File: config.mk
export PLATFORM = sky130hd
export DESIGN_NAME = fp_op_scheduler_flat
export DESIGN_NICKNAME = d
export VERILOG_FILES = /design/src/rtl/fp_op_scheduler_if.sv /design/src/rtl/fp_op_scheduler.sv /design/src/flat_wrapper.sv
export SDC_FILE = /design/constraint.sdc
export NUM_CORES = 1
export LEC_CHECK = 0
export CAP_MARGIN = 20
export CORE_UTILIZATION = 35
export CTS_CLUSTER_DIAMETER = 50
export DETAILED_ROUTE_END_ITERATION = 7
export MAX_ROUTING_LAYER = met4
export PLACE_DENSITY = 0.86
export SKIP_CTS_REPAIR_TIMING = 1
export SYNTH_ARGS = -nofsm -noshare
export SYNTH_HDL_FRONTEND = slang
export SYNTH_SLANG_ARGS = --single-unit
File: constraint.sdc
create_clock -name clk -period 11 [get_ports clk]
set_clock_uncertainty 0.2 [all_clocks]
set_input_delay 3.3 -clock clk [delete_from_list [all_inputs] [get_ports clk]]
set_output_delay 3.3 -clock clk [all_outputs]
set_load 0.01 [all_outputs]
File: src/rtl/fp_op_scheduler_if.sv
// Handshake and datapath bundle between two requesters, the op scheduler,
// the shared Sumador datapath and the response consumer.
`timescale 1ns/1ps
interface fp_op_scheduler_if #(parameter int W = 32);
  logic         req0_valid;
  logic         req0_ready;
  logic [1:0]   req0_op;
  logic [W-1:0] req0_a;
  logic [W-1:0] req0_b;
  logic         req1_valid;
  logic         req1_ready;
  logic [1:0]   req1_op;
  logic [W-1:0] req1_a;
  logic [W-1:0] req1_b;
  logic [W-1:0] dp_a;
  logic [W-1:0] dp_b;
  logic [3:0]   dp_en;
  logic         dp_cmp;
  logic [W-1:0] dp_numr;
  logic [W-1:0] dp_nums;
  logic [W-1:0] dp_num;
  logic         rsp_valid;
  logic         rsp_ready;
  logic         rsp_id;
  logic [1:0]   rsp_op;
  logic [W-1:0] rsp_data;
  logic         busy;

  // Environment side: requesters, datapath and response consumer.
  modport master (
    output req0_valid, req0_op, req0_a, req0_b,
    output req1_valid, req1_op, req1_a, req1_b,
    input  req0_ready, req1_ready,
    input  dp_a, dp_b, dp_en,
    output dp_cmp, dp_numr, dp_nums, dp_num,
    input  rsp_valid, rsp_id, rsp_op, rsp_data, busy,
    output rsp_ready
  );

  // Scheduler side.
  modport slave (
    input  req0_valid, req0_op, req0_a, req0_b,
    input  req1_valid, req1_op, req1_a, req1_b,
    output req0_ready, req1_ready,
    output dp_a, dp_b, dp_en,
    input  dp_cmp, dp_numr, dp_nums, dp_num,
    output rsp_valid, rsp_id, rsp_op, rsp_data, busy,
    input  rsp_ready
  );
endinterface

File: src/rtl/fp_op_scheduler.sv
// Round-robin sequencer for the shared FP compare/add/subtract datapath:
// accept a request, hold the enable for LAT cycles, capture, respond.
`timescale 1ns/1ps
module fp_op_scheduler #(
  parameter int W   = 32,
  parameter int LAT = 2
) (
  input logic              clk,
  input logic              rst,
  fp_op_scheduler_if.slave bus
);

  typedef enum logic [1:0] {IDLE, EXEC, RESP} state_t;

  localparam logic [3:0] LAT_CNT = 4'(LAT);

  state_t       state;
  logic         last_grant;
  logic [3:0]   cnt;
  logic         grant;
  logic         accept;
  logic [1:0]   sel_op;
  logic [W-1:0] sel_a;
  logic [W-1:0] sel_b;
  logic [W-1:0] result;

  // NOTE: every always_comb output gets a default first so no path leaves it unassigned (no latch).
  always_comb begin
    grant = 1'b0;
    if (bus.req0_valid && bus.req1_valid) grant = ~last_grant;
    else if (bus.req1_valid)              grant = 1'b1;
  end

  // Ready is gated by rst so it reads 0 while reset is held.
  assign bus.req0_ready = (state == IDLE) && !rst && bus.req0_valid && !grant;
  assign bus.req1_ready = (state == IDLE) && !rst && bus.req1_valid &&  grant;
  assign accept         = bus.req0_ready || bus.req1_ready;

  assign sel_op = grant ? bus.req1_op : bus.req0_op;
  assign sel_a  = grant ? bus.req1_a  : bus.req0_a;
  assign sel_b  = grant ? bus.req1_b  : bus.req0_b;

  always_comb begin
    result = '0;
    case (bus.rsp_op)
      2'd0:    result = {{(W-1){1'b0}}, bus.dp_cmp};
      2'd1:    result = bus.dp_numr;
      2'd2:    result = bus.dp_nums;
      default: result = bus.dp_num;
    endcase
  end

  // NOTE: state registers use non-blocking assignments so every flop samples pre-edge values.
  always_ff @(posedge clk or posedge rst) begin
    if (rst) begin
      state         <= IDLE;
      last_grant    <= 1'b1;
      cnt           <= '0;
      bus.dp_a      <= '0;
      bus.dp_b      <= '0;
      bus.dp_en     <= '0;
      bus.rsp_valid <= 1'b0;
      bus.rsp_id    <= 1'b0;
      bus.rsp_op    <= '0;
      bus.rsp_data  <= '0;
      bus.busy      <= 1'b0;
    end else begin
      case (state)
        IDLE: begin
          if (accept) begin
            bus.dp_a   <= sel_a;
            bus.dp_b   <= sel_b;
            bus.dp_en  <= 4'b0001 << sel_op;
            bus.rsp_op <= sel_op;
            bus.rsp_id <= grant;
            last_grant <= grant;
            cnt        <= LAT_CNT;
            bus.busy   <= 1'b1;
            state      <= EXEC;
          end
        end
        EXEC: begin
          // The enable is still asserted on this edge, so the datapath output is settled.
          if (cnt == 4'd1) begin
            bus.rsp_data  <= result;
            bus.rsp_valid <= 1'b1;
            bus.dp_en     <= '0;
            state         <= RESP;
          end else begin
            cnt <= cnt - 4'd1;
          end
        end
        RESP: begin
          if (bus.rsp_ready) begin
            bus.rsp_valid <= 1'b0;
            bus.busy      <= 1'b0;
            state         <= IDLE;
          end
        end
        default: state <= IDLE;
      endcase
    end
  end

endmodule

File: src/flat_wrapper.sv
// flat-port wrapper written by rule: the top's interface ports become plain ports
module fp_op_scheduler_flat 
#(
  parameter int W   = 32,
  parameter int LAT = 2
)
  (clk, rst, bus_req0_valid, bus_req0_op, bus_req0_a, bus_req0_b, bus_req1_valid, bus_req1_op, bus_req1_a, bus_req1_b, bus_req0_ready, bus_req1_ready, bus_dp_a, bus_dp_b, bus_dp_en, bus_dp_cmp, bus_dp_numr, bus_dp_nums, bus_dp_num, bus_rsp_valid, bus_rsp_id, bus_rsp_op, bus_rsp_data, bus_busy, bus_rsp_ready);
  fp_op_scheduler_if #(.W(W)) bus_i ();
  input logic clk;
  input logic rst;
  input wire logic [$bits(bus_i.req0_valid)-1:0] bus_req0_valid;
  input wire logic [$bits(bus_i.req0_op)-1:0] bus_req0_op;
  input wire logic [$bits(bus_i.req0_a)-1:0] bus_req0_a;
  input wire logic [$bits(bus_i.req0_b)-1:0] bus_req0_b;
  input wire logic [$bits(bus_i.req1_valid)-1:0] bus_req1_valid;
  input wire logic [$bits(bus_i.req1_op)-1:0] bus_req1_op;
  input wire logic [$bits(bus_i.req1_a)-1:0] bus_req1_a;
  input wire logic [$bits(bus_i.req1_b)-1:0] bus_req1_b;
  output wire logic [$bits(bus_i.req0_ready)-1:0] bus_req0_ready;
  output wire logic [$bits(bus_i.req1_ready)-1:0] bus_req1_ready;
  output wire logic [$bits(bus_i.dp_a)-1:0] bus_dp_a;
  output wire logic [$bits(bus_i.dp_b)-1:0] bus_dp_b;
  output wire logic [$bits(bus_i.dp_en)-1:0] bus_dp_en;
  input wire logic [$bits(bus_i.dp_cmp)-1:0] bus_dp_cmp;
  input wire logic [$bits(bus_i.dp_numr)-1:0] bus_dp_numr;
  input wire logic [$bits(bus_i.dp_nums)-1:0] bus_dp_nums;
  input wire logic [$bits(bus_i.dp_num)-1:0] bus_dp_num;
  output wire logic [$bits(bus_i.rsp_valid)-1:0] bus_rsp_valid;
  output wire logic [$bits(bus_i.rsp_id)-1:0] bus_rsp_id;
  output wire logic [$bits(bus_i.rsp_op)-1:0] bus_rsp_op;
  output wire logic [$bits(bus_i.rsp_data)-1:0] bus_rsp_data;
  output wire logic [$bits(bus_i.busy)-1:0] bus_busy;
  input wire logic [$bits(bus_i.rsp_ready)-1:0] bus_rsp_ready;
  assign bus_i.req0_valid = bus_req0_valid;
  assign bus_i.req0_op = bus_req0_op;
  assign bus_i.req0_a = bus_req0_a;
  assign bus_i.req0_b = bus_req0_b;
  assign bus_i.req1_valid = bus_req1_valid;
  assign bus_i.req1_op = bus_req1_op;
  assign bus_i.req1_a = bus_req1_a;
  assign bus_i.req1_b = bus_req1_b;
  assign bus_req0_ready = bus_i.req0_ready;
  assign bus_req1_ready = bus_i.req1_ready;
  assign bus_dp_a = bus_i.dp_a;
  assign bus_dp_b = bus_i.dp_b;
  assign bus_dp_en = bus_i.dp_en;
  assign bus_i.dp_cmp = bus_dp_cmp;
  assign bus_i.dp_numr = bus_dp_numr;
  assign bus_i.dp_nums = bus_dp_nums;
  assign bus_i.dp_num = bus_dp_num;
  assign bus_rsp_valid = bus_i.rsp_valid;
  assign bus_rsp_id = bus_i.rsp_id;
  assign bus_rsp_op = bus_i.rsp_op;
  assign bus_rsp_data = bus_i.rsp_data;
  assign bus_busy = bus_i.busy;
  assign bus_i.rsp_ready = bus_rsp_ready;
  fp_op_scheduler #(.W(W), .LAT(LAT)) u_core (.clk(clk), .rst(rst), .bus(bus_i));
endmodule
==> results by group <==
Synthesis
  • Number of synthesized flops with an enable pin: 0
  • Post-synth ARST share: 1.00
  • Register area share after synthesis: 0.477
  • Post-synth top cells: mux2_2 (196), dfrtp_1 (111), a22o_1 (35)
  • Syn nets: between 600 and 700
  • Mapped Avg Cell Area: 13.7 µm²
  • Flip-flop and latch count after synthesis: 112
  • Count leader, synth: mux2_2
  • Largest area contributor in the synthesized netlist: dfrtp_1
  • Largest cells by area after synthesis: dfrtp_1 (47%), mux2_2 (38%), a22o_1 (5.2%), buf_6 (1.3%), buf_2 (0.85%)
  • Library cells used by synthesis: 33
  • Mapped Cells: between 400 and 500
  • Post-synth top area share: 0.472
  • Count of synthesis-stage warnings from yosys: 0
  • Synth Flop Type: dfrtp_1
  • Area of the mapped netlist: about 5900 µm²

Min path
  • Worst hold path class: register to register

Layout
  • Layout cell share with drive strength beyond 1: 0.295
  • Diodes inserted: 0
  • Footprint of the multi-input gates: roughly 2900 µm²
  • Total number of nets in the final design: 993
  • Synthesis-to-layout area growth: 65.3%
  • Area taken by flip-flops and latches: 2800 µm²
  • Count of fill cells added during filler insertion: roughly 1400
  • Total non-filler cell area in the finished layout: about 10000 µm²

Worst setup path
  • Critical path's slowest cell: a21boi_4
  • Critical path class: primary input to output port
  • Crit-path cells: clkdlybuf4s50_1 > a21boi_4 > and2_1 > clkdlybuf4s50_1
  • Stage delay of the slowest cell on the critical path: between 0.7 and 0.8 ns
  • Cell mode on critical path: clkdlybuf4s50_1
  • Arrival time worst endpoint: roughly 5.3 ns
  • Startpoint types: primary input
  • Type of destination of the critical path: output port
  • Required time of the critical path: approximately 7.5 ns
  • Worst Path Max Fanout: 26

Placed design
  • Number of port buffers: 340
  • Placed wire-length estimate: 12500 µm
  • Post-placement cell area: approximately 9400 µm²
  • Global placement routability congestion: 0.808

Route
  • Final Routed Wirelength: between 15000 and 20000 µm
  • Number of detailed-route iterations in the first pass: 4
  • Detailed-route wire length per cell: around 17 µm
  • Count of routing violations after the opening detailed-route iteration: approximately 120
  • DRC: 0
  • Total vias in the final route: about 4800
  • Via-to-Cell Ratio: just under 5
  • Count of nets left with antenna violations after detail routing: 0

Power and ir drop
  • Power after layout: ~0.0022 W
  • Leak pwr: roughly 3.9 nW
  • P per Cell Area: between 200 and 250 nW/µm²
  • Worst voltage drop across the vdd grid: between 90 and 100 µV

Outcome
  • Run status: finished, final reports clean

Global route
  • Global-route congestion overflow total: 0
  • Initial antenna violation count: 0
  • Total global routing track utilization: 0.200
  • Largest net degree at the start of global routing: 72
  • Vias in the first global route: roughly 5100
  • Wire length of the first global-routing pass: approximately 26000 µm

Floorplanning
  • Full die area: 17300 µm²
  • Width of the die: 132 µm
  • Overall die height: ~130 µm
  • Row count: 47
  • Core area: about 16000 µm²
  • Initial core utilization: 0.357
  • Ports placed on the boundary: 341

STA
  • Final worst path period share: 0.804
  • Tmin final: between 8 and 9 ns
  • Final setup viols: 0
  • Transition time of the tightest slew-check pin: just over 0.9 ns
  • RSZ-0062 raised after global routing: no
  • Fmax achieved: 0.113 GHz
  • Final Hold Slack: about 0.29 ns
  • Hold Vio Cnt, Final: 0
  • TNS Setup: 0 ns
  • Max-slew headroom: 0.376
  • Final-report max-slew violation count: 0

Clock tree
  • Num Clock Sinks: between 100 and 150
  • CTS H-tree lvls: 3
  • Buffers from clock root to sink, at most: 2
  • Clock transition at the registers of the reported paths: 0.07 ns
  • Root buffer cell: clkbuf_16
  • Clock tree from TritonCTS: built
  • Clock latency at the later pin of the worst-skew pair: ~0.34 ns
  • Clock buffer count from CTS: 9

Flow run
  • Number of maximum-capacitance violations: 0
## layout make-up
type                    count  share of cell area
repair buffers            347               0.356
flip-flops and latches    112               0.288
clock inverters             6             0.00463
inverters                   4             0.00180
clock buffers              10              0.0236
multi-input cells         283               0.298
well taps                 220              0.0283
## per-stage QoR
step           worst slack [ns]   util  instances
2_1_floorplan              3.35      -        430
3_3_place_gp               2.13  0.574        966
3_5_place_dp               2.12  0.574        966
4_1_cts                    2.11  0.590        982
5_1_grt                    2.03  0.590        982
6_report                   2.16  0.590        982
## final timing paths
check	cells past startpoint	start	slack (ns)	to
min in group asynchronous	2	rst	3.33	u_core.bus.rsp_data[22]
max	4	bus_req1_valid	2.16	bus_req1_ready
min	1	u_core.bus.rsp_id	0.29	u_core.bus.rsp_id
min reg2reg	1	u_core.bus.rsp_id	0.29	u_core.bus.rsp_id
max reg2reg	4	u_core.last_grant	8.27	u_core.bus.dp_b[4]
max in group asynchronous	3	rst	6.15	u_core.bus.dp_b[20]
## logic make-up after synthesis
group	synth area share
multiplexers	0.386
flip-flops	0.477
AO/OA/AOI/OAI	0.0692
buffers and inverters	0.0334
AND/OR/NAND/NOR	0.0302
adder cells (fa/ha/maj)	0.00426
## cells in the final DEF, fill, tap and decap left out, types with 2 or more instances in the layout
cell,count
a21oi_1,2
a22o_1,35
a2bb2oi_1,2
buf_4,7
clkbuf_16,9
clkdlybuf4s50_1,340
clkinvlp_4,3
dfrtp_1,111
ha_1,2
inv_1,3
mux2_2,196
mux2i_1,4
nand2_1,7
nand2b_1,7
nor2_1,7
o21ai_0,4
## per-layer routing
metal / share of wire / global-route usage / up-vias
met5: 0 / - / -
met4: 0.025 / 0.0820 / 0
met3: 0.050 / 0.0347 / 29
met2: 0.52 / 0.350 / 174
met1: 0.40 / 0.226 / 2323
li1: - / - / 2233
## critical path, delay by kind of cell
family                 cells  cell delay, ns
AND/OR/NAND/NOR            1            0.25
AO/OA/AOI/OAI              1            0.71
buffers and inverters      2            1.08
## registers in the layout, indices dropped and copies added, names as in the netlist, 2 cells and up
name	cells
u_core.bus.dp_a	32
u_core.bus.dp_b	32
u_core.bus.dp_en	4
u_core.bus.rsp_data	32
u_core.bus.rsp_op	2
u_core.cnt	4
u_core.state	2
## power breakdown
group	leakage, nW	internal (W)	switching [W]	total, W
registers	1.35	0.000610	0.000107	0.000717
clock network	0.125	0.000155	0.000155	0.000310
logic	2.45	0.000723	0.000447	0.00117
Note: power is estimated with default switching activity, not from simulation.
